===== src/rtl/serial_add_pkg.sv =====
// Shared types and constants for the byte-serial adder sequencer.
// State encodings are fixed so the illegal code 2'b11 is well defined.
package serial_add_pkg;

    localparam int BYTE_W = 8;

    typedef enum logic [1:0] {
        ST_IDLE = 2'b00,
        ST_RUN  = 2'b01,
        ST_DONE = 2'b10
    } state_t;

    // Ceiling log2 with a floor of one bit, so a single-byte build still has a counter.
    function automatic int clog2_min1(input int n);
        int r;
        r = 0;
        while ((1 << r) < n) r++;
        return (r < 1) ? 1 : r;
    endfunction

endpackage


===== src/rtl/Adder.sv =====
// 8-bit combinational adder with carry in/out; the only arithmetic in the
// sequencer datapath.
module Adder (
    input  logic [7:0] iData_a,
    input  logic [7:0] iData_b,
    input  logic       iC,
    output logic [7:0] oData,
    output logic       oData_C
);

    assign {oData_C, oData} = {1'b0, iData_a} + {1'b0, iData_b} + 9'(iC);

endmodule


===== src/rtl/serial_add_ctrl.sv =====
// Multi-byte add sequencer: streams two BYTES-wide operands LSB byte first
// through one 8-bit Adder, chaining carry through a register.
module serial_add_ctrl
    import serial_add_pkg::*;
#(
    parameter int BYTES = 4
) (
    input  logic                  iClk,
    input  logic                  iRst_n,
    input  logic                  iStart,
    input  logic [8*BYTES-1:0]    iData_a,
    input  logic [8*BYTES-1:0]    iData_b,
    input  logic                  iC,
    output logic                  oBusy,
    output logic                  oDone,
    output logic [8*BYTES-1:0]    oData,
    output logic                  oData_C,
    output logic                  oOverflow
);

    localparam int              W    = BYTE_W * BYTES;
    localparam int              CW   = clog2_min1(BYTES);
    localparam logic [CW-1:0]   LAST = CW'(BYTES - 1);

    state_t              state;
    state_t              state_nxt;
    logic [W-1:0]        a_sr;
    logic [W-1:0]        b_sr;
    logic [W-1:0]        res;
    logic                cr;
    logic [CW-1:0]       cnt;
    logic                data_c;
    logic                ovf;
    logic [BYTE_W-1:0]   sum_byte;
    logic                sum_c;

    Adder u_adder (
        .iData_a (a_sr[BYTE_W-1:0]),
        .iData_b (b_sr[BYTE_W-1:0]),
        .iC      (cr),
        .oData   (sum_byte),
        .oData_C (sum_c)
    );

    // NOTE: sequential state uses non-blocking assignments so every flop
    // samples pre-edge values regardless of statement order.
    always_ff @(posedge iClk or negedge iRst_n) begin
        if (!iRst_n) state <= ST_IDLE;
        else         state <= state_nxt;
    end

    always_comb begin
        state_nxt = state;
        case (state)
            ST_IDLE: if (iStart) state_nxt = ST_RUN;
            ST_RUN:  if (cnt == LAST) state_nxt = ST_DONE;
            ST_DONE: state_nxt = ST_IDLE;
            default: state_nxt = ST_IDLE;
        endcase
    end

    // NOTE: every datapath register is reset, so an aborted add leaves no
    // stale partial sum visible on oData.
    always_ff @(posedge iClk or negedge iRst_n) begin
        if (!iRst_n) begin
            a_sr   <= '0;
            b_sr   <= '0;
            res    <= '0;
            cr     <= 1'b0;
            cnt    <= '0;
            data_c <= 1'b0;
            ovf    <= 1'b0;
        end else begin
            case (state)
                ST_IDLE: begin
                    if (iStart) begin
                        a_sr   <= iData_a;
                        b_sr   <= iData_b;
                        cr     <= iC;
                        cnt    <= '0;
                        data_c <= 1'b0;
                        ovf    <= 1'b0;
                    end
                end
                ST_RUN: begin
                    // Sum bytes enter at the top and walk down to their final lane.
                    res  <= (res >> BYTE_W) | (W'(sum_byte) << (W - BYTE_W));
                    cr   <= sum_c;
                    a_sr <= a_sr >> BYTE_W;
                    b_sr <= b_sr >> BYTE_W;
                    cnt  <= cnt + 1'b1;
                    if (cnt == LAST) begin
                        data_c <= sum_c;
                        ovf    <= (a_sr[BYTE_W-1] == b_sr[BYTE_W-1]) &&
                                  (sum_byte[BYTE_W-1] != a_sr[BYTE_W-1]);
                    end
                end
                default: ;
            endcase
        end
    end

    assign oBusy     = (state == ST_RUN) || (state == ST_DONE);
    assign oDone     = (state == ST_DONE);
    assign oData     = res;
    assign oData_C   = data_c;
    assign oOverflow = ovf;

endmodule


===== config.mk =====
export PLATFORM = sky130hd
export DESIGN_NAME = serial_add_ctrl
export DESIGN_NICKNAME = d
export VERILOG_FILES = /design/src/rtl/serial_add_pkg.sv /design/src/rtl/Adder.sv /design/src/rtl/serial_add_ctrl.sv
export SDC_FILE = /design/constraint.sdc
export NUM_CORES = 1
export LEC_CHECK = 0
export BUFFER_PORTS_ARGS = -buffer_cell sky130_fd_sc_hd__clkbuf_2
export CAP_MARGIN = 10
export CORE_MARGIN = 5
export CORE_UTILIZATION = 38
export CTS_BUF_LIST = sky130_fd_sc_hd__clkbuf_8 sky130_fd_sc_hd__clkbuf_16
export DETAILED_ROUTE_END_ITERATION = 16
export SETUP_SLACK_MARGIN = 0.15
export SYNTH_ARGS = -nofsm -noshare
export SYNTH_HDL_FRONTEND = slang
export SYNTH_SLANG_ARGS = --single-unit

===== constraint.sdc =====
create_clock -name iClk -period 6.6 [get_ports iClk]
set_clock_uncertainty 0.2 [all_clocks]
set_input_delay 0.33 -clock iClk [delete_from_list [all_inputs] [get_ports iClk]]
set_output_delay 0.33 -clock iClk [all_outputs]
set_load 0.02 [all_outputs]

After elaboration in Yosys (flattened, before gate mapping)
Index checks and enable logic that the tools add are counted.
{"block": "op_classes", "n_addsub": 3, "mul": 0, "div_mod_pow": 0, "magnitude_cmp": 0, "eq_ne": 7, "n_shift": 0, "n_mux": 16, "bitwise_logic": 1, "n_reduce_logical": 7}
{"op": "one-hot mux 32 bit (2 select lines)", "count": 2}
{"op": "2-to-1 mux 32 bit", "count": 2}
{"op": "OR 24 x 32 -> 32 bit", "count": 1}
{"op": "adder 8 x 8 -> 9 bit", "count": 1}
{"op": "adder 9 x 1 -> 9 bit", "count": 1}
{"op": "one-hot mux 2 bit (2 select lines)", "count": 2}
{"op": "2-to-1 mux 2 bit", "count": 3}
{"op": "one-hot mux 1 bit (2 select lines)", "count": 3}
{"op": "== test 2 bit (second input constant)", "count": 2}
{"op": "2-to-1 mux 1 bit", "count": 4}
{"op": "inequality test 2 bit (second input constant)", "count": 2}
{"op": "AND reduction 2 bit", "count": 2}
{"op": "AND reduction 3 bit", "count": 1}
{"op": "adder 2 x 1 -> 2 bit (second input constant)", "count": 1}
{"op": "== test 2 x 1 -> 1 bit (second input constant)", "count": 1}
{"op": "zero test 2 bit", "count": 1}
{"op": "nonzero test 2 bit", "count": 1}
{"op": "== test 1 bit", "count": 1}
{"op": "logical AND 1 bit", "count": 1}
{"op": "logical OR 1 bit", "count": 1}
{"op": "inequality test 1 bit", "count": 1}
{"block": "totals", "ff_bits": 103, "latch_bits": 0, "ramBits": 0, "rom_bits": 0, "out_inout_bits": 36, "wordCells": 42, "memories": 0}

Logic depth before layout (Yosys ltp)
Gate-level depths: netlist of run 1.
{"block": "depth", "word_depth": 6, "depth_mapped": 8, "ltp_nobuf": 8}

Cells and area by module
A second synthesis of run 1 with hierarchy kept.
{"block": "unflattened", "hier_cells": 430, "area_unflattened_um2": 4794.6}
{"mod": "serial_add_ctrl", "instances": 1, "cells_each": 390, "area_per_inst_um2": 4463.0, "seq_area_each_um2": 2577.5}
{"mod": "Adder", "instances": 1, "cells_each": 40, "area_per_inst_um2": 331.6, "seq_area_each_um2": 0.0}

Worst setup path after synthesis of run 1
OpenSTA, ideal clock, no wires.
{"block": "synth_path", "kind": "register to register", "startpoint": "register a_sr[0]", "endpoint": "register data_c, in the netlist oData_C", "arrival_time_ns": 1.804, "required_ns": 6.278, "slack_ns": 4.475, "path_stages_with_launch": 9, "period_less_slack_ns": 2.125, "cell_sequence": "dfrtp_1 > fa_1 > inv_1 > fa_1 > nor2b_1 > nor3_1 > o21a_1 > o21ai_0 > a32o_1"}
{"block": "synth_via", "elab_chain_len": 4}
{"item": "from (decl)", "line": "serial_add_ctrl.sv:27", "rtl": "logic [W-1:0] a_sr;"}
{"item": "from (signal assigned)", "line": "serial_add_ctrl.sv:77", "rtl": "a_sr <= iData_a;"}
{"item": "from (signal assigned)", "line": "serial_add_ctrl.sv:89", "rtl": "a_sr <= a_sr >> BYTE_W;"}
{"item": "adder 8 x 8 -> 9 bit", "line": "Adder.sv:11", "rtl": "assign {oData_C, oData} = {1'b0, iData_a} + {1'b0, iData_b} + 9'(iC);"}
{"item": "adder 9 x 1 -> 9 bit", "line": "Adder.sv:11"}
{"item": "2-to-1 mux 1 bit", "line": "serial_add_ctrl.sv:92", "rtl": "if (cnt == LAST) begin"}
{"item": "one-hot mux 1 bit (2 select lines)", "line": "serial_add_ctrl.sv:74", "rtl": "case (state)"}
{"item": "to (signal assigned)", "line": "serial_add_ctrl.sv:93", "rtl": "data_c <= sum_c;"}
{"item": "to (decl)", "line": "serial_add_ctrl.sv:32", "rtl": "logic data_c;"}
Every way passes these cells. The select of a mux whose other input is x is not followed.
A chain may end at the register's enable or synchronous reset.

Final worst setup path of run 1
{"block": "layout_path", "startpoint": "register state[1]", "endpoint": "register b_sr[25]"}
{"block": "layout_via", "elab_chain_len": 3}
{"item": "from (decl)", "line": "serial_add_ctrl.sv:25", "rtl": "state_t state;"}
{"item": "from (signal assigned)", "line": "serial_add_ctrl.sv:49", "rtl": "else state <= state_nxt;"}
{"item": "== test 2 x 1 -> 1 bit or zero test 2 bit (tied branches)", "line": "serial_add_ctrl.sv:74"}
{"item": "nonzero test 2 bit (no line) or inequality test 2 bit (tied branches)"}
{"item": "AND reduction 2 bit (no line)"}
{"item": "to (signal assigned)", "line": "serial_add_ctrl.sv:78", "rtl": "b_sr <= iData_b;"}
{"item": "to (signal assigned)", "line": "serial_add_ctrl.sv:90", "rtl": "b_sr <= b_sr >> BYTE_W;"}
{"item": "to (decl)", "line": "serial_add_ctrl.sv:28", "rtl": "logic [W-1:0] b_sr;"}
Several ways; a longest one is shown, not always the timed one.

==> run metrics, run 1 <==
outcome=finished, final reports clean; P_int=1.96 mW; die area=0.0146 sq mm; pwr/cell area=573 mW/mm^2; NumNets Final=598; Initial DRC Count=214; final wirelength=9470 um; synth unique cells=35; FP Rows=40; vias post-DR=3262; synthesized flop and latch total=103; fraction of power spent switching nets=0.397; Critical Path Most Common Cell=inv_1; hpwl dp=6670 um; initial antenna violation count=0; Slew HR=0.287; via/cell ratio=4.73; Cell Area, Synth=0.00468 sq mm; CTS clk-pin slew, worst paths=70 ps; placed cells=672; drt pass-1 iters=4; CP Max Fanout=45; Worst VDD drop=0.000256 V; post-route cell area=0.00569 sq mm; Remaining Overflow, GRT=0; Seq/Total Area, Yosys=0.551; DRT antenna net count=0; capturing point of the worst reg2reg path=b_sr[25]$_DFFE_PN0P_; PortBufs=103; Synth Area in Adders=0.0379; io pins=104; layout cells sized above 1=0.303; H-tree depth=3; Tmin final=2930 ps; Final setup viols=0; Initial Util=0.388; Worst Setup SP=state[1]$_DFFE_PN0P_; Clk Latency, worst-skew pair=340 ps; Syn. warnings=0; Total GRT Usage=0.136; Residual DRC=0; core area=0.0121 sq mm; first-pass GRT wire length=16100 um; DR WL/cell=13.7 um; Layout area overhead=21.5%; post-synthesis xor/xnor area fraction=0.0112; Leakage Power=2.76 nW; Clk pwr share=0.177; TritonCTS clock tree=done; r2r setup slk=3670 ps; Slowest-stage cell, CP=buf_4; Post-Synth Simple-Gate Area=0.0807; Worst setup SP type=flop; largest family of logic cells by synthesized area=multiplexers; Synth Net Count=504; die width=121 um; Sinks on Clock Net=103; unrepaired setup endpoints after global routing=false; worst r2r src=state[1]$_DFFE_PN0P_; syn avg cell area=11.1 sq um; Final Cycle Share=0.444; P_sw=1.29 mW; vias in the first global route=3279; gp weighted congestion=0.772; data required time of the worst path=6580 ps; Setup WS post-layout=3670 ps; clock tree buffer depth=2; kind of critical path=flop to flop; worst reg2reg path depth=6; max incr delay on CP=660 ps; final core utilization=0.472; final std cells w/o fill=690; max-slew violation count=0; Num CTS Buffers=9; mux cell area share after synthesis=0.176; Seq pwr share=0.348; fmax=342 MHz; largest net degree at the start of global routing=132; Synth Area in Compound Gates=0.113; Comb pwr share=0.475; # diodes=0; DIE HEIGHT=121 um; Final Hold Fails=0; fill count=1162; Worst Tran Pin Value=1070 ps; setup_tns=0 ps; Cells after Synth=423; critical path endpoint=b_sr[25]$_DFFE_PN0P_; DP Worst Slack=3630 ps; Hold Crit Class=input pin to flop; Root Buffer=clkbuf_16; DP Area=0.00534 sq mm; Worst setup EP type=flop; cell breakdown of the critical path=inv_1 > ha_4 > buf_4 > inv_1 > nand2_1 > o21ai_0; max-cap violation count=0; crit path DAT=2910 ps
final cells by class:
cell class / instances / area [sq um] / area share
Tap cell: 168 / 210 / 0.0370
Sequential cell: 103 / 2580 / 0.453
Clock buffer: 11 / 253 / 0.0444
Timing Repair Buffer: 108 / 561 / 0.0985
Multi-Input combinational cell: 287 / 1980 / 0.348
Inverter: 8 / 30.0 / 0.00528
Clock inverter: 5 / 80.1 / 0.0141
logic make-up after synthesis:
family                     after synthesis
adders and majority gates               13
and+or+nand+nor                         97
xor gates and xnor gates                 6
buffers and inverters                   33
muxes                                   78
AOI/OAI and AO/OA                       93
DFF                                    103
per-layer routing:
layer  GRT usage  wire length (um)
met4      0.0453               152
met3      0.0452               666
met5           0                 0
met1       0.186              4520
met2       0.204              4130
cell usage after synthesis:
cell type	instances	share of area
a21oi_1	7	0.0075
mux2_4	1	0.0032
fa_1	2	0.0086
xor2_1	2	0.0037
o21a_1	1	0.0016
a211oi_2	1	0.0027
mux2_2	29	0.070
mux2i_1	48	0.10
o211ai_1	2	0.0032
nor2b_1	1	0.0013
nand2_1	90	0.072
o31ai_1	1	0.0016
a32o_1	1	0.0021
o21ai_1	2	0.0021
o211ai_2	1	0.0027
nor3_1	1	0.0011
and2_1	1	0.0013
inv_1	8	0.0064
clkbuf_1	6	0.0048
a22o_1	1	0.0019
o22ai_1	1	0.0013
ha_1	11	0.029
a21o_2	1	0.0019
o2bb2ai_1	1	0.0019
clkbuf_2	1	0.0011
buf_2	18	0.019
o21ai_0	69	0.074
a21boi_2	1	0.0024
nand2b_1	3	0.0040
o221a_2	1	0.0024
a21oi_2	1	0.0019
nor2_1	1	0.00080
xnor2_1	4	0.0075
dfrtp_1	103	0.55
a211oi_1	1	0.0016
stage by stage:
step	power, mW	hold slack (ps)
floorplan	2.34	-166
global placement	2.67	44.4
detailed placement	2.72	43.7
CTS	3.31	2.03
global route	3.54	17.4
finish	3.26	9.77
cell usage in the layout (no fill, tap or decap), types with 2 or more instances in the layout:
master / n
xor2_1: 2
clkbuf_16: 9
o21ai_1: 2
dlygate4sd3_1: 2
clkbuf_2: 102
fa_1: 2
mux2_2: 29
buf_4: 4
dfrtp_1: 103
clkbuf_8: 2
a21oi_1: 7
mux2i_1: 48
ha_1: 10
o21ai_0: 69
bufinv_16: 2
nand2_1: 90
xnor2_1: 4
nand2b_1: 3
inv_1: 9
o211ai_1: 2
power by group through the flow:
stage / clock network [mW] / registers (mW) / logic [mW]
floorplan: 0 / 1.22 / 1.12
global route: 0.620 / 1.18 / 1.74
CTS: 0.597 / 1.14 / 1.57
finish: 0.576 / 1.13 / 1.55
detailed placement: 0 / 1.15 / 1.57
global placement: 0 / 1.14 / 1.53
flip-flops by register name, summed over array words and instances, names as in the netlist:
signal,cells
oOverflow,1
b_sr,32
a_sr,32
oData,32
oData_C,1
state,2
cr,1
cnt,2
how the worst min path moves through the flow:
stage / start / to / slack, ps / depth (start not counted)
final: iData_a[29] / a_sr[29]$_DFFE_PN0P_ / 10 / 3
after global routing: iData_b[24] / b_sr[24]$_DFFE_PN0P_ / 20 / 3
after CTS: iData_a[29] / a_sr[29]$_DFFE_PN0P_ / 2 / 3
after detailed placement: iRst_n / oData[9]$_DFFE_PN0P_ / 40 / 1
after global placement: iRst_n / oData[1]$_DFFE_PN0P_ / 40 / 1
after floorplan: iRst_n / a_sr[0]$_DFFE_PN0P_ / -170 / 0
repair_timing:
action,CTS,global route
gates resized for setup,0,0
hold buffers,2,0
setup endpoints to repair,0,0
setup buffers,0,0
hold endpoints to repair,25,0
worst max-delay path: cells and delay by family, from the launching register on:
| family | cells | cell delay (ps) |
|---|---|---|
| fa+ha+maj | 1 | 600 |
| compound gates | 1 | 80 |
| simple gates | 1 | 170 |
| buf+inv | 3 | 1300 |
| flops | 1 | 390 |
Note: power is estimated with default switching activity, not from simulation.
==> run 2: changes to the inputs <==
- clock period: 6.6 -> 2.6 ns (I/O delays scaled with it)
==> run 2 against run 1 <==
  * Flip-flop and latch count unchanged
  * First-iteration DRC count decreased by 24%
  * Cell area increased by 12%
  * Non-clock buffer count grew 68
  * Hold slack gained 7.1 ps
  * Highest routed layer unchanged
  * Via count up 7.9%
==> run metrics, run 2 (synthesized netlist as in run 1, its figures left out) <==
outcome=finished, final reports clean; Final Hold Fails=0 (unchanged); drt pass-1 iters=4 (unchanged); die width=121 um (unchanged); H-tree depth=3 (unchanged); final std cells w/o fill=757 (+9.7%); unrepaired setup endpoints after global routing=false; die area=0.0146 sq mm (unchanged); placed cells=676 (+0.60%); Worst Tran Pin Value=714 ps (-355 ps); TritonCTS clock tree=done; gp weighted congestion=0.774 (+0.23%); DP Area=0.00543 sq mm (+1.7%); Slew HR=0.523 (+0.236); initial antenna violation count=0 (unchanged); max-slew violation count=0 (unchanged); Final Power=8.37 mW (+160%); Critical Path Most Common Cell=fa_1; PortBufs=103 (unchanged); max incr delay on CP=410 ps (-250 ps); Worst VDD drop=0.000482 V (+88%); pwr/cell area=1310 mW/mm^2 (+130%); CTS clk-pin slew, worst paths=70 ps (about the same); r2r setup slk=270 ps (-3400 ps); hold_sp=iC; capturing point of the worst reg2reg path=cr$_DFFE_PN0P_; Hold EP=cr$_DFFE_PN0P_; first-pass GRT wire length=17500 um (+8.5%); Post-CTS Resized=0 (unchanged); commonest non-fill, non-tap cell in the layout=dfrtp_1; DP Worst Slack=303 ps (-3330 ps); Residual DRC=0 (unchanged); DR WL/cell=13.5 um (-1.5%); layout cells sized above 1=0.275 (-0.0276); commonest non-fill, non-tap cells in the layout=dfrtp_1, clkbuf_2, nand2_1; buffers plus inverters on the worst setup path=1 (-2); post-route cell area=0.00636 sq mm (+12%); Tmin final=2330 ps (-601 ps); cell breakdown of the critical path=fa_1 > inv_1 > fa_1 > nor2b_1 > nor3_1 > o21a_1 > o21ai_0 > o221a_2; # diodes=0 (unchanged); delay-heaviest family, CP=compound AO/OA/AOI/OAI gates; Remaining Overflow, GRT=0 (unchanged); Num CTS Buffers=9 (unchanged); fmax=430 MHz (+26%); data required time of the worst path=2680 ps (-3900 ps); FP Rows=40 (unchanged); via/cell ratio=4.65 (-1.7%); Total GRT Usage=0.148 (+0.0116); final core utilization=0.528 (+0.0561); Setup WS post-layout=274 ps (-3400 ps); Initial Util=0.388 (unchanged); crit path DAT=2410 ps (-500 ps); Worst setup SP type=flop; DRT antenna net count=0 (unchanged); Worst setup EP type=flop; Hold Crit Class=input pin to flop; Slowest-stage cell, CP=fa_1; max-cap violation count=0 (unchanged); Initial DRC Count=162 (-24%); kind of critical path=flop to flop; setup_tns=0 ps (unchanged); vias post-DR=3519 (+7.9%); largest net degree at the start of global routing=54 (-59%); Critical Path Stages=8 (+2); io pins=104 (unchanged); Clk Latency, worst-skew pair=340 ps (about the same); Leakage Power=3.04 nW (+10%); DIE HEIGHT=121 um (unchanged); core area=0.0121 sq mm (unchanged); Final Cycle Share=0.895 (+0.451); Layout area overhead=35.9%; worst reg2reg path depth=8 (+2); vias in the first global route=3684 (+12%); Root Buffer=clkbuf_16; final wirelength=10200 um (+8.0%); NumNets Final=666 (+11%); hpwl dp=6960 um (+4.3%); worst r2r src=cr$_DFFE_PN0P_; Sinks on Clock Net=103 (unchanged); WHS Path Cells=4 (+1); CP Max Fanout=3 (-93%); Final setup viols=0 (unchanged); clock tree buffer depth=2 (unchanged); WHS=16.8 ps (+7.06 ps)
run 2: cell count changes in the layout (fill, tap and decap cells not counted):
| cell | delta |
|---|---|
| clkinv_4 | +1 |
| clkinvlp_4 | -1 |
| bufinv_16 | -2 |
| dlygate4sd3_1 | +64 |
| inv_8 | +1 |
| inv_6 | +2 |
| clkinv_2 | +1 |
| clkbuf_8 | -2 |
| inv_1 | -1 |
| buf_4 | -1 |
| buf_12 | +5 |
run 2: routing by layer:
metal	GRT usage	vias to the layer above	wire length, um
met3	0.0396	10	554
met5	0	-	0
li1	-	1782	-
met4	0.0390	0	111
met1	0.187	1634	4700
met2	0.250	93	4870
run 2: area by class of cell:
type / instances / area [sq um]
Tap cell: 168 / 210
Clock buffer: 9 / 225
Clock inverter: 6 / 51.3
Fill cell: 1056 / 5700
Inverter: 8 / 30.0
Multi-Input combinational cell: 287 / 1980
Sequential cell: 103 / 2580
Timing Repair Buffer: 176 / 1290
run 2: worst register-to-register path, delay by kind of cell (launching register included):
kind            cells  cell delay (ps)
compound gates      3              700
flops               1              400
fa+ha+maj           2              660
simple gates        2              260
buf+inv             1               70
run 2: how the worst max path moves through the flow:
stage                              from  slack [ps]             endpoint
global route        a_sr[0]$_DFFE_PN0P_         160  oData_C$_DFFE_PN0P_
floorplan           a_sr[0]$_DFFE_PN0P_         470  oData_C$_DFFE_PN0P_
CTS                 a_sr[0]$_DFFE_PN0P_         290  oData_C$_DFFE_PN0P_
detailed placement  a_sr[0]$_DFFE_PN0P_         300  oData_C$_DFFE_PN0P_
finish                   cr$_DFFE_PN0P_         270       cr$_DFFE_PN0P_
global placement         cr$_DFFE_PN0P_         350       cr$_DFFE_PN0P_
run 2: repair_timing:
item,CTS,global route
hold endpoints to repair,115,0
setup buffers,0,0
hold buffers,66,0
run 2: report_power, final:
part           switching (mW)  internal (mW)
combinational            2.33           1.91
sequential              0.461           2.40
clock                   0.605          0.661
